File: src/rtl/ring_interlock_ctrl.sv
// Ring interlock: forbidden closed-set inhibit, one-per-cycle round-robin close grants,
// coil/feedback supervision with timeout, and per-contactor fault latching.
module ring_interlock_ctrl #(
   parameter int unsigned                 N_CONT       = 8,
   parameter int unsigned                 N_SETS       = 7,
   parameter logic [N_SETS*N_CONT-1:0]    FORBID_MASKS = 56'h1EB6ADC66C071C,
   parameter int unsigned                 FB_TIMEOUT   = 16
) (
   input  logic              i_Clk,
   input  logic              i_Rst,
   input  logic [N_CONT-1:0] i_Req,
   input  logic [N_CONT-1:0] i_Fb,
   input  logic              i_FaultClr,
   output logic [N_CONT-1:0] o_Cmd,
   output logic [N_CONT-1:0] o_Closed,
   output logic [N_CONT-1:0] o_Blocked,
   output logic [N_CONT-1:0] o_Fault
);

   localparam int unsigned TW = $clog2(FB_TIMEOUT + 1);
   localparam int unsigned PW = (N_CONT > 1) ? $clog2(N_CONT) : 1;

   typedef enum logic [2:0] {StOpen, StClosing, StClosed, StOpening, StFault} state_e;

   state_e            r_state   [N_CONT];
   state_e            w_state_d [N_CONT];
   logic [TW-1:0]     r_timer   [N_CONT];
   logic [TW-1:0]     w_timer_d [N_CONT];
   logic [PW-1:0]     r_ptr, w_ptr_d;
   logic [N_CONT-1:0] r_fb_meta, r_fb_s;
   logic [N_CONT-1:0] w_occ, w_inhibit, w_elig, w_grant, w_blocked;
   logic [N_CONT-1:0] w_cmd_d, w_closed_d, w_fault_d;

   // A contactor is inhibited when closing it would complete some forbidden set.
   always_comb begin
      logic [N_CONT-1:0] set_v;
      logic [N_CONT-1:0] miss;
      logic [PW-1:0]     idx;
      logic              found;
      set_v     = '0;
      miss      = '0;
      idx       = '0;
      found     = 1'b0;
      w_occ     = '0;
      w_inhibit = '0;
      w_elig    = '0;
      w_blocked = '0;
      w_grant   = '0;
      w_ptr_d   = r_ptr;
      for (int k = 0; k < int'(N_CONT); k++) begin
         w_occ[k] = (r_state[k] != StOpen) | r_fb_s[k];
      end
      for (int k = 0; k < int'(N_CONT); k++) begin
         for (int s = 0; s < int'(N_SETS); s++) begin
            set_v   = FORBID_MASKS[s*N_CONT +: N_CONT];
            miss    = set_v & ~w_occ;
            miss[k] = 1'b0;
            if (set_v[k] && (miss == '0)) begin
               w_inhibit[k] = 1'b1;
            end
         end
         w_elig[k]    = i_Req[k] & (r_state[k] == StOpen) & ~r_fb_s[k] & ~w_inhibit[k];
         w_blocked[k] = i_Req[k] & (r_state[k] == StOpen) & ~r_fb_s[k] & w_inhibit[k];
      end
      // Single grant per cycle so two closes can never jointly complete a set.
      for (int i = 0; i < int'(N_CONT); i++) begin
         idx = PW'((int'(r_ptr) + i) % int'(N_CONT));
         if (!found && w_elig[idx]) begin
            found        = 1'b1;
            w_grant[idx] = 1'b1;
            w_ptr_d      = PW'((int'(r_ptr) + i + 1) % int'(N_CONT));
         end
      end
   end

   always_comb begin
      for (int k = 0; k < int'(N_CONT); k++) begin
         w_state_d[k] = r_state[k];
         unique case (r_state[k])
            StOpen: begin
               if (r_fb_s[k])        w_state_d[k] = StFault;
               else if (w_grant[k])  w_state_d[k] = StClosing;
            end
            StClosing: begin
               if (r_fb_s[k])                                w_state_d[k] = StClosed;
               else if (!i_Req[k])                           w_state_d[k] = StOpening;
               else if (r_timer[k] == TW'(FB_TIMEOUT - 1))   w_state_d[k] = StFault;
            end
            StClosed: begin
               if (!r_fb_s[k])       w_state_d[k] = StFault;
               else if (!i_Req[k])   w_state_d[k] = StOpening;
            end
            StOpening: begin
               if (!r_fb_s[k])                               w_state_d[k] = StOpen;
               else if (r_timer[k] == TW'(FB_TIMEOUT - 1))   w_state_d[k] = StFault;
            end
            StFault: begin
               if (i_FaultClr && !i_Req[k]) w_state_d[k] = StOpening;
            end
            default: w_state_d[k] = StOpen;
         endcase

         if (w_state_d[k] != r_state[k]) begin
            w_timer_d[k] = '0;
         end else if (((r_state[k] == StClosing) || (r_state[k] == StOpening)) &&
                      (r_timer[k] != TW'(FB_TIMEOUT))) begin
            w_timer_d[k] = r_timer[k] + TW'(1);
         end else begin
            w_timer_d[k] = r_timer[k];
         end
      end
   end

   always_comb begin
      w_cmd_d    = '0;
      w_closed_d = '0;
      w_fault_d  = '0;
      for (int k = 0; k < int'(N_CONT); k++) begin
         w_cmd_d[k]    = (w_state_d[k] == StClosing) || (w_state_d[k] == StClosed);
         w_closed_d[k] = (w_state_d[k] == StClosed);
         w_fault_d[k]  = (w_state_d[k] == StFault);
      end
   end

   always_ff @(posedge i_Clk) begin
      if (i_Rst) begin
         for (int k = 0; k < int'(N_CONT); k++) begin
            r_state[k] <= StOpen;
            r_timer[k] <= '0;
         end
         r_ptr     <= '0;
         r_fb_meta <= '0;
         r_fb_s    <= '0;
         o_Cmd     <= '0;
         o_Closed  <= '0;
         o_Blocked <= '0;
         o_Fault   <= '0;
      end else begin
         for (int k = 0; k < int'(N_CONT); k++) begin
            r_state[k] <= w_state_d[k];
            r_timer[k] <= w_timer_d[k];
         end
         r_ptr     <= w_ptr_d;
         r_fb_meta <= i_Fb;
         r_fb_s    <= r_fb_meta;
         o_Cmd     <= w_cmd_d;
         o_Closed  <= w_closed_d;
         o_Blocked <= w_blocked;
         o_Fault   <= w_fault_d;
      end
   end

endmodule

File: config.mk
export PLATFORM = sky130hd
export DESIGN_NAME = ring_interlock_ctrl
export DESIGN_NICKNAME = d
export VERILOG_FILES = /design/src/rtl/ring_interlock_ctrl.sv
export SDC_FILE = /design/constraint.sdc
export NUM_CORES = 1
export LEC_CHECK = 0
export BUFFER_PORTS_ARGS = -buffer_cell sky130_fd_sc_hd__buf_2
export CORE_AREA = 2 2 123 125
export DETAILED_ROUTE_END_ITERATION = 6
export DIE_AREA = 0 0 125 127
export GPL_ROUTABILITY_DRIVEN = 1
export GPL_TIMING_DRIVEN = 0
export PLACE_DENSITY = 0.77
export SYNTH_ARGS = -nofsm -noshare
export SYNTH_HDL_FRONTEND = slang
export SYNTH_SLANG_ARGS = --single-unit
File: constraint.sdc
create_clock -name i_Clk -period 8.2 [get_ports i_Clk]
set_input_delay 0.82 -clock i_Clk [delete_from_list [all_inputs] [get_ports i_Clk]]
set_output_delay 0.82 -clock i_Clk [all_outputs]
set_load 0.02 [all_outputs]
==> impl_metrics.csv, run 1 <==
group,metric,value,unit
synth,synthFlopType,"dfxtp_1",
power,combPwrFrac,61.4,%
worst_setup_path,crit_path_top_delay_cell,"a22oi_1",
worst_setup_path,path_max_fanout,10,
power,intPower,1800,uW
synth,synth_edf_count,0,
routing,drt-wirelength-per-cell,17.5,um
cts,htree_levels,4,
routing,drtIter0Drc,811,
sta,drv_slew,0,
cts,clk_latency,0.42,ns
worst_setup_path,cp_cell_sequence,"clkbuf_1 -> clkinv_1 -> ha_1 -> clkbuf_1 -> inv_1 -> a211oi_1 -> nor2_1 -> o221ai_2 -> nand2_1 -> buf_2 -> a41oi_1 -> a22oi_1 -> nor2b_1 -> o21ai_0 -> a21boi_1",
sta,skew,0.00959,ns
power,clkPwrFrac,19.7,%
routing,totalWireLength,22700,um
cts,cts_tree,"done",
routing,drt_pre_antenna_iters,6,
sta,grt_setup_unrepaired,"false",
grt,grt_overflow_total,0,
layout,drive_gt1_share,12.5,%
worst_setup_path,path_buf_inv,5,
synth,synth_warnings,0,
power,p_per_area,405,nW/um^2
layout,diodes,0,
power,seq_power_share,18.9,%
grt,antenna_found_initial,0,
run_status,status,"completed",
cts,cts_setup_buffers,0,
worst_setup_path,crit_path_end,"r_timer[2][8]",
sta,fin_tns_setup,0,ns
grt,grt_pass1_vias,7339,
power,leakagePower,0.00345,uW
routing,vias,8192,
worst_setup_path,required,8.55,ns
worst_setup_path,startpoint_type,"flip-flop",
worst_setup_path,rr_endpoint,"r_timer[2][8]",
synth,ys_types,87,
grt,grt_pass1_wl,36600,um
cts,hold_buffers,0,
floorplanning,initial_utilization,54.8,%
placement,port_buffers,49,
sta,fmax,195,MHz
cts,cts_resized,0,
placement,dp_hpwl,16500,um
worst_setup_path,critPathMaxStageDelay,0.68,ns
worst_setup_path,cp-end-kind,"flip-flop",
cts,clock-root-buffer,"clkbuf_16",
worst_setup_path,crit_type,"reg -> reg",
floorplanning,die_area,15900,um^2
synth,async_flop_share,0,%
synth,syn_inst,1028,
floorplanning,die_w,125,um
layout,syn2layout_area_growth,13.2,%
power,ir_drop,244,uV
floorplanning,row_count,44,
synth,synth_area,7900,um^2
floorplanning,fp.dieH,127,um
synth,yosysSeqAreaShare,29.2,%
sta,min_period,5.12,ns
sta,fin_crit_sh,62.5,%
layout,final_common_cell,"nor2_1",
routing,drc,0,
synth,avgSynthCellArea,7.68,um^2
sta,tightest_slew,1.19,ns
sta,timing.final.ws_setup,3.08,ns
sta,slew_headroom,19.8,%
worst_setup_path,worstSetupStartpoint,"r_ptr[1]",
worst_setup_path,ff2ff_path_depth,15,
worst_setup_path,arrival,5.47,ns
placement,place_ws,3.32,ns
routing,drtAntennaViolNets,0,
routing,vias_per_cell,6.34,
cts,cts_inserted_buffers,17,
worst_setup_path,critPathMostFrequentCell,"clkbuf_1",
worst_setup_path,reg2reg_from,"r_ptr[1]",
placement,gp_congestion,0.973,
worst_setup_path,r2r_slack,3.08,ns
cts,clk_pin_slew,0.06,ns
layout,final_nets,1146,
worst_setup_path,path_depth,15,
cts,numClockSinks,115,
grt,grt_max_degree,17,
grt,track_usage,28.4,%
power,swShare,50.2,%
floorplanning,coreArea,14400,um^2
sta,finalHoldViolCount,0,
synth,synth_fp_nets,1078,
floorplanning,boundaryPins,51,
power,p_sw,1820,uW
synth,synth-seq-cells,115,
worst_setup_path,crit_family,"compound AO/OA/AOI/OAI gates",
min_path,hp-class,"reg -> reg",
sta,setup_violations,0,
layout,mostFrequentLayoutCells,"131 x nor2_1, 115 x dfxtp_1, 103 x nand2_1, 60 x buf_2, 53 x o21ai_0",
cts,clockBufferDepth,2,
run,maxCapViolations,0,
[sequential cells by signal (all words and copies together) (netlist names)]
signal     count
o_Closed       8
o_Fault        8
r_fb_meta      8
r_state       24
r_timer       40
o_Blocked      8
r_fb_s         8
r_ptr          3
o_Cmd          8
[through the flow]
step	area (um^2)	total power (uW)	utilization, %	hold slack (ns)	instances
after floorplan	7900	2290	-	0.414	1028
after global placement	8370	2820	58.1	0.416	1261
after detailed placement	8370	2820	58.1	0.426	1261
after CTS	8940	3550	62.0	0.439	1293
after global routing	8940	3830	62.0	0.462	1293
final	8940	3620	62.0	0.435	1293
[power groups by stage]
stage | combinational (uW) | sequential, uW | clock (uW)
3_3_place_gp | 2130 | 693 | 0
6_report | 2220 | 686 | 712
4_1_cts | 2140 | 684 | 723
3_5_place_dp | 2120 | 696 | 0
5_1_grt | 2390 | 693 | 750
2_1_floorplan | 1560 | 725 | 0
[synthesized netlist by cell type (6+ instances only)]
| library cell | count | area, um^2 |
|---|---|---|
| nor2_1 | 131 | 492 |
| dfxtp_1 | 115 | 2300 |
| nand2_1 | 103 | 387 |
| o21ai_0 | 53 | 265 |
| a21oi_1 | 52 | 260 |
| inv_1 | 51 | 191 |
| nor3_1 | 41 | 205 |
| nor2b_1 | 37 | 231 |
| a211oi_1 | 32 | 240 |
| nand2b_1 | 32 | 200 |
| clkbuf_1 | 31 | 116 |
| ha_1 | 31 | 388 |
| nand3_1 | 30 | 150 |
| and3_1 | 17 | 106 |
| a31oi_1 | 13 | 81.3 |
| and2_1 | 13 | 81.3 |
| xnor2_1 | 13 | 114 |
| buf_2 | 11 | 55.1 |
| xor2_1 | 11 | 96.3 |
| nor4_1 | 10 | 62.6 |
| nand4_1 | 9 | 56.3 |
| or3_1 | 9 | 56.3 |
| o211ai_1 | 8 | 60.1 |
| o32ai_1 | 8 | 70.1 |
| a221oi_1 | 7 | 61.3 |
| a311oi_1 | 7 | 61.3 |
| nor4_4 | 7 | 149 |
| o21ai_1 | 7 | 35.0 |
| o31ai_1 | 7 | 52.6 |
| a21o_1 | 6 | 45.0 |
| buf_6 | 6 | 67.6 |
| nand4b_1 | 6 | 52.6 |
| o21bai_1 | 6 | 45.0 |
| or2_2 | 6 | 37.5 |
[cell type report]
cell class	count	area [um^2]
well taps	184	230
clock inverters	14	129
plain buffers	53	265
inverters	52	195
repair buffers	49	245
fillers	1359	5480
clock buffers	18	439
flip-flops and latches	115	2300
multi-input cells	808	5130
[cells by family after synthesis]
family | count (synthesis) | share of synthesized area, %
AND/OR/NAND/NOR | 473 | 31.3
AO/OA/AOI/OAI | 270 | 24.2
adder cells (fa/ha/maj) | 31 | 4.91
buffers and inverters | 105 | 5.83
flip-flops | 115 | 29.2
multiplexers | 10 | 1.96
XOR/XNOR | 24 | 2.66
[worst reg2reg max path: cells and delay by family (launching register included)]
kind	cells	cell delay, ns
buffers and inverters	5	1.47
AND/OR/NAND/NOR	3	1.21
AO/OA/AOI/OAI	6	1.56
adder cells (fa/ha/maj)	1	0.39
flip-flops	1	0.42
[metal layers]
metal | GRT usage [%] | wire length (um) | up-vias
li1 | - | - | 3878
met4 | 13.6 | 942 | 0
met1 | 36.8 | 9550 | 3787
met2 | 44.5 | 10100 | 448
met5 | 0 | 0 | -
met3 | 7.29 | 2120 | 79
[worst min path at each step]
stage	from	to	slack [ns]	cells after the start
3_5_place_dp	r_fb_meta[2]	r_fb_s[2]	0.43	1
2_1_floorplan	r_fb_meta[0]	r_fb_s[0]	0.41	1
4_1_cts	r_fb_meta[2]	r_fb_s[2]	0.44	1
3_3_place_gp	r_fb_meta[3]	r_fb_s[3]	0.42	1
5_1_grt	r_fb_meta[5]	r_fb_s[5]	0.46	1
6_report	r_fb_meta[2]	r_fb_s[2]	0.43	1
Power figures use the tool's default switching activity.
==> run 2, diff against run 1 <==
PLACE_DENSITY = 0.8   (was 0.77)
clock period = 4.15 ns   (was 8.2 ns; I/O delays follow)
==> run 2 against run 1 <==
Effect of this change: sequential power up 100%; maximum frequency rose by 22%; first-iteration DRC count rose by 47%; combinational power is 150% higher; non-clock buffer count rose by 38; final area grew 8.7%; clock power is 97% higher; critical path depth decreased by 2; register-to-register slack got worse by 3.1 ns; the run now ends with setup timing left; critical path type unchanged; total power up 130%; critical endpoint is now o_Cmd[7]; core utilization is 5.4 points higher; die area is the same.
==> impl_metrics.csv, run 2 (same netlist as run 1, synthesis figures left out) <==
group,metric,value,unit
sta,grt_setup_unrepaired,"true",
layout,regMostFlops,"r_timer",
grt,track_usage,29.4,%
cts,htree_levels,4,
routing,m1WireLength,10100,um
worst_setup_path,path_max_fanout,10,
grt,grt_max_degree,17,
grt,grt_overflow_total,0,
worst_setup_path,path_buf_inv,4,
layout,largest_reg_flops,40,
run_status,violations,"setup timing",
power,combPwrFrac,66.3,%
cts,clk_pin_slew,0.06,ns
power,swShare,49.9,%
sta,fmax,239,MHz
worst_setup_path,path_depth,13,
sta,fin_crit_sh,101,%
cts,cts_inserted_buffers,17,
routing,vias,8530,
min_path,hp-class,"in -> reg",
worst_setup_path,crit_path_top_delay_cell,"dfxtp_2",
floorplanning,boundaryPins,51,
grt,grt_pass1_wl,38000,um
worst_setup_path,ff2ff_path_depth,13,
layout,final_common_cell,"nor2_1",
routing,drtIter0Drc,1191,
sta,tightest_slew,0.779,ns
floorplanning,initial_utilization,54.8,%
worst_setup_path,r2r_slack,-0.04,ns
worst_setup_path,cp_cell_sequence,"clkinvlp_4 -> clkbuf_2 -> ha_4 -> inv_1 -> a211oi_4 -> buf_4 -> nor3_4 -> nor3b_2 -> nand3_2 -> o31a_1 -> o221a_4 -> or3_4 -> a21oi_2",
cts,hold_buffers,0,
routing,drtAntennaViolNets,0,
routing,totalWireLength,25200,um
cts,cts_tree,"done",
sta,drv_slew,0,
run,maxCapViolations,0,
routing,vias_per_cell,6.41,
layout,top_regs,"r_timer: 40 flops, r_state: 24 flops",
layout,final_nets,1184,
worst_setup_path,worstSetupStartpoint,"r_ptr[0]",
routing,drt-wirelength-per-cell,18.9,um
power,clkPwrFrac,16.9,%
layout,syn2layout_area_growth,23.1,%
grt,grt_pass1_vias,7645,
cts,clock-root-buffer,"clkbuf_16",
floorplanning,fp.dieH,127,um
power,p_per_area,856,nW/um^2
layout,drive_gt1_share,21.1,%
worst_setup_path,required,4.51,ns
power,p_sw,4150,uW
layout,mostFrequentLayoutCells,"127 x nor2_1, 113 x dfxtp_1, 102 x nand2_1, 57 x buf_2, 52 x o21ai_0",
power,intPower,4160,uW
placement,port_buffers,49,
worst_setup_path,crit_type,"reg -> reg",
worst_setup_path,critPathMaxStageDelay,0.46,ns
routing,drc,0,
sta,finalHoldViolCount,0,
routing,drt_pre_antenna_iters,5,
power,seq_power_share,16.8,%
worst_setup_path,reg2reg_from,"r_ptr[0]",
worst_setup_path,rr_endpoint,"o_Cmd[7]",
cts,numClockSinks,115,
layout,final_cells,1331,
sta,min_period,4.19,ns
grt,antenna_found_initial,0,
sta,slew_headroom,46.7,%
sta,timing.final.ws_setup,-0.0360,ns
placement,dp_cells,1261,
floorplanning,row_count,44,
routing,met2_length,11100,um
worst_setup_path,crit_path_end,"o_Cmd[7]",
layout,final_core_util,67.4,%
placement,gp_congestion,1.02,
placement,placed_cell_area,8370,um^2
layout,diodes,0,
worst_setup_path,cp-end-kind,"flip-flop",
sta,setup_violations,2,
worst_setup_path,startpoint_type,"flip-flop",
run_status,status,"finished with violations",
cts,clockBufferDepth,2,
routing,top_layer,"met4",
floorplanning,die_w,125,um
cts,clk_latency,0.43,ns
worst_setup_path,crit_family,"compound AO/OA/AOI/OAI gates",
power,ir_drop,514,uV
power,leakagePower,0.00376,uW
worst_setup_path,arrival,4.54,ns
floorplanning,coreArea,14400,um^2
placement,dp_hpwl,16700,um
floorplanning,die_area,15900,um^2
routing,wl_met3,2510,um
sta,skew,0.00709,ns
layout,finish.instance_area,9720,um^2
[run 2: changes by cell type in the layout (fill, tap and decap cells not counted), moves of 4 or more]
cell,change
a211oi_1,-13
a211oi_2,+9
clkbuf_2,+8
nor3_1,-5
a2111oi_4,+4
buf_4,+41
nor4_1,-4
clkbuf_1,-11
nor2_1,-4
a211oi_4,+4
[run 2: worst register-to-register path: cells and delay by family, from the launching register on]
kind	cells	cell delay, ns
flops	1	0.46
compound gates	4	1.30
fa+ha+maj	1	0.44
simple gates	4	1.07
buf+inv	4	0.88
[run 2: worst min path at each step]
| stage | from | end | slack [ns] | depth (start not counted) |
|---|---|---|---|---|
| after floorplan | r_fb_meta[0] | r_fb_s[0] | 0.41 | 1 |
| after global placement | r_fb_meta[3] | r_fb_s[3] | 0.42 | 1 |
| after detailed placement | r_fb_meta[5] | r_fb_s[5] | 0.43 | 1 |
| after CTS | i_Fb[6] | r_fb_meta[6] | 0.19 | 2 |
| after global routing | i_Fb[6] | r_fb_meta[6] | 0.19 | 2 |
| final | i_Fb[6] | r_fb_meta[6] | 0.19 | 2 |
[run 2: layout make-up]
cell class	instances	area (um^2)
Multi-Input combinational cell	808	5560
Fill cell	1198	4700
Sequential cell	115	2300
Timing Repair Buffer	93	598
Clock buffer	21	460
Buffer	47	267
Tap cell	184	230
Inverter	52	201
Clock inverter	11	103
[run 2: power by group through the flow]
stage | sequential (uW) | clock [uW] | combinational (uW)
finish | 1400 | 1400 | 5520
global route | 1410 | 1470 | 5810
CTS | 1350 | 1420 | 4650
detailed placement | 1370 | 0 | 4220
global placement | 1370 | 0 | 4230
floorplan | 1430 | 0 | 3090
[run 2: per-layer routing]
| layer | global-route usage, % | up-vias |
|---|---|---|
| met5 | 0 | - |
| met4 | 14.8 | 0 |
| met3 | 6.95 | 144 |
| met2 | 46.7 | 567 |
| met1 | 37.5 | 3871 |
| li1 | - | 3948 |
[run 2: repair_timing]
action | 4_1_cts | 5_1_grt
endpoints found under the hold margin | 0 | 0
pin swaps | 9 | 20
gates resized for setup | 42 | 53
setup buffers | 16 | 28
cloned | 0 | 0
endpoints found under the setup margin | 67 | 59
[run 2: through the flow]
step / worst slack (ns) / setup TNS (ns) / hold WS (ns) / power, uW
floorplan: 0.288 / 0 / 0.414 / 4520
global placement: -0.824 / -37.90 / 0.418 / 5600
detailed placement: -0.791 / -34.69 / 0.427 / 5600
CTS: -0.00985 / -0.0104 / 0.190 / 7420
global route: -0.142 / -1.04 / 0.191 / 8690
finish: -0.0360 / -0.0509 / 0.194 / 8320
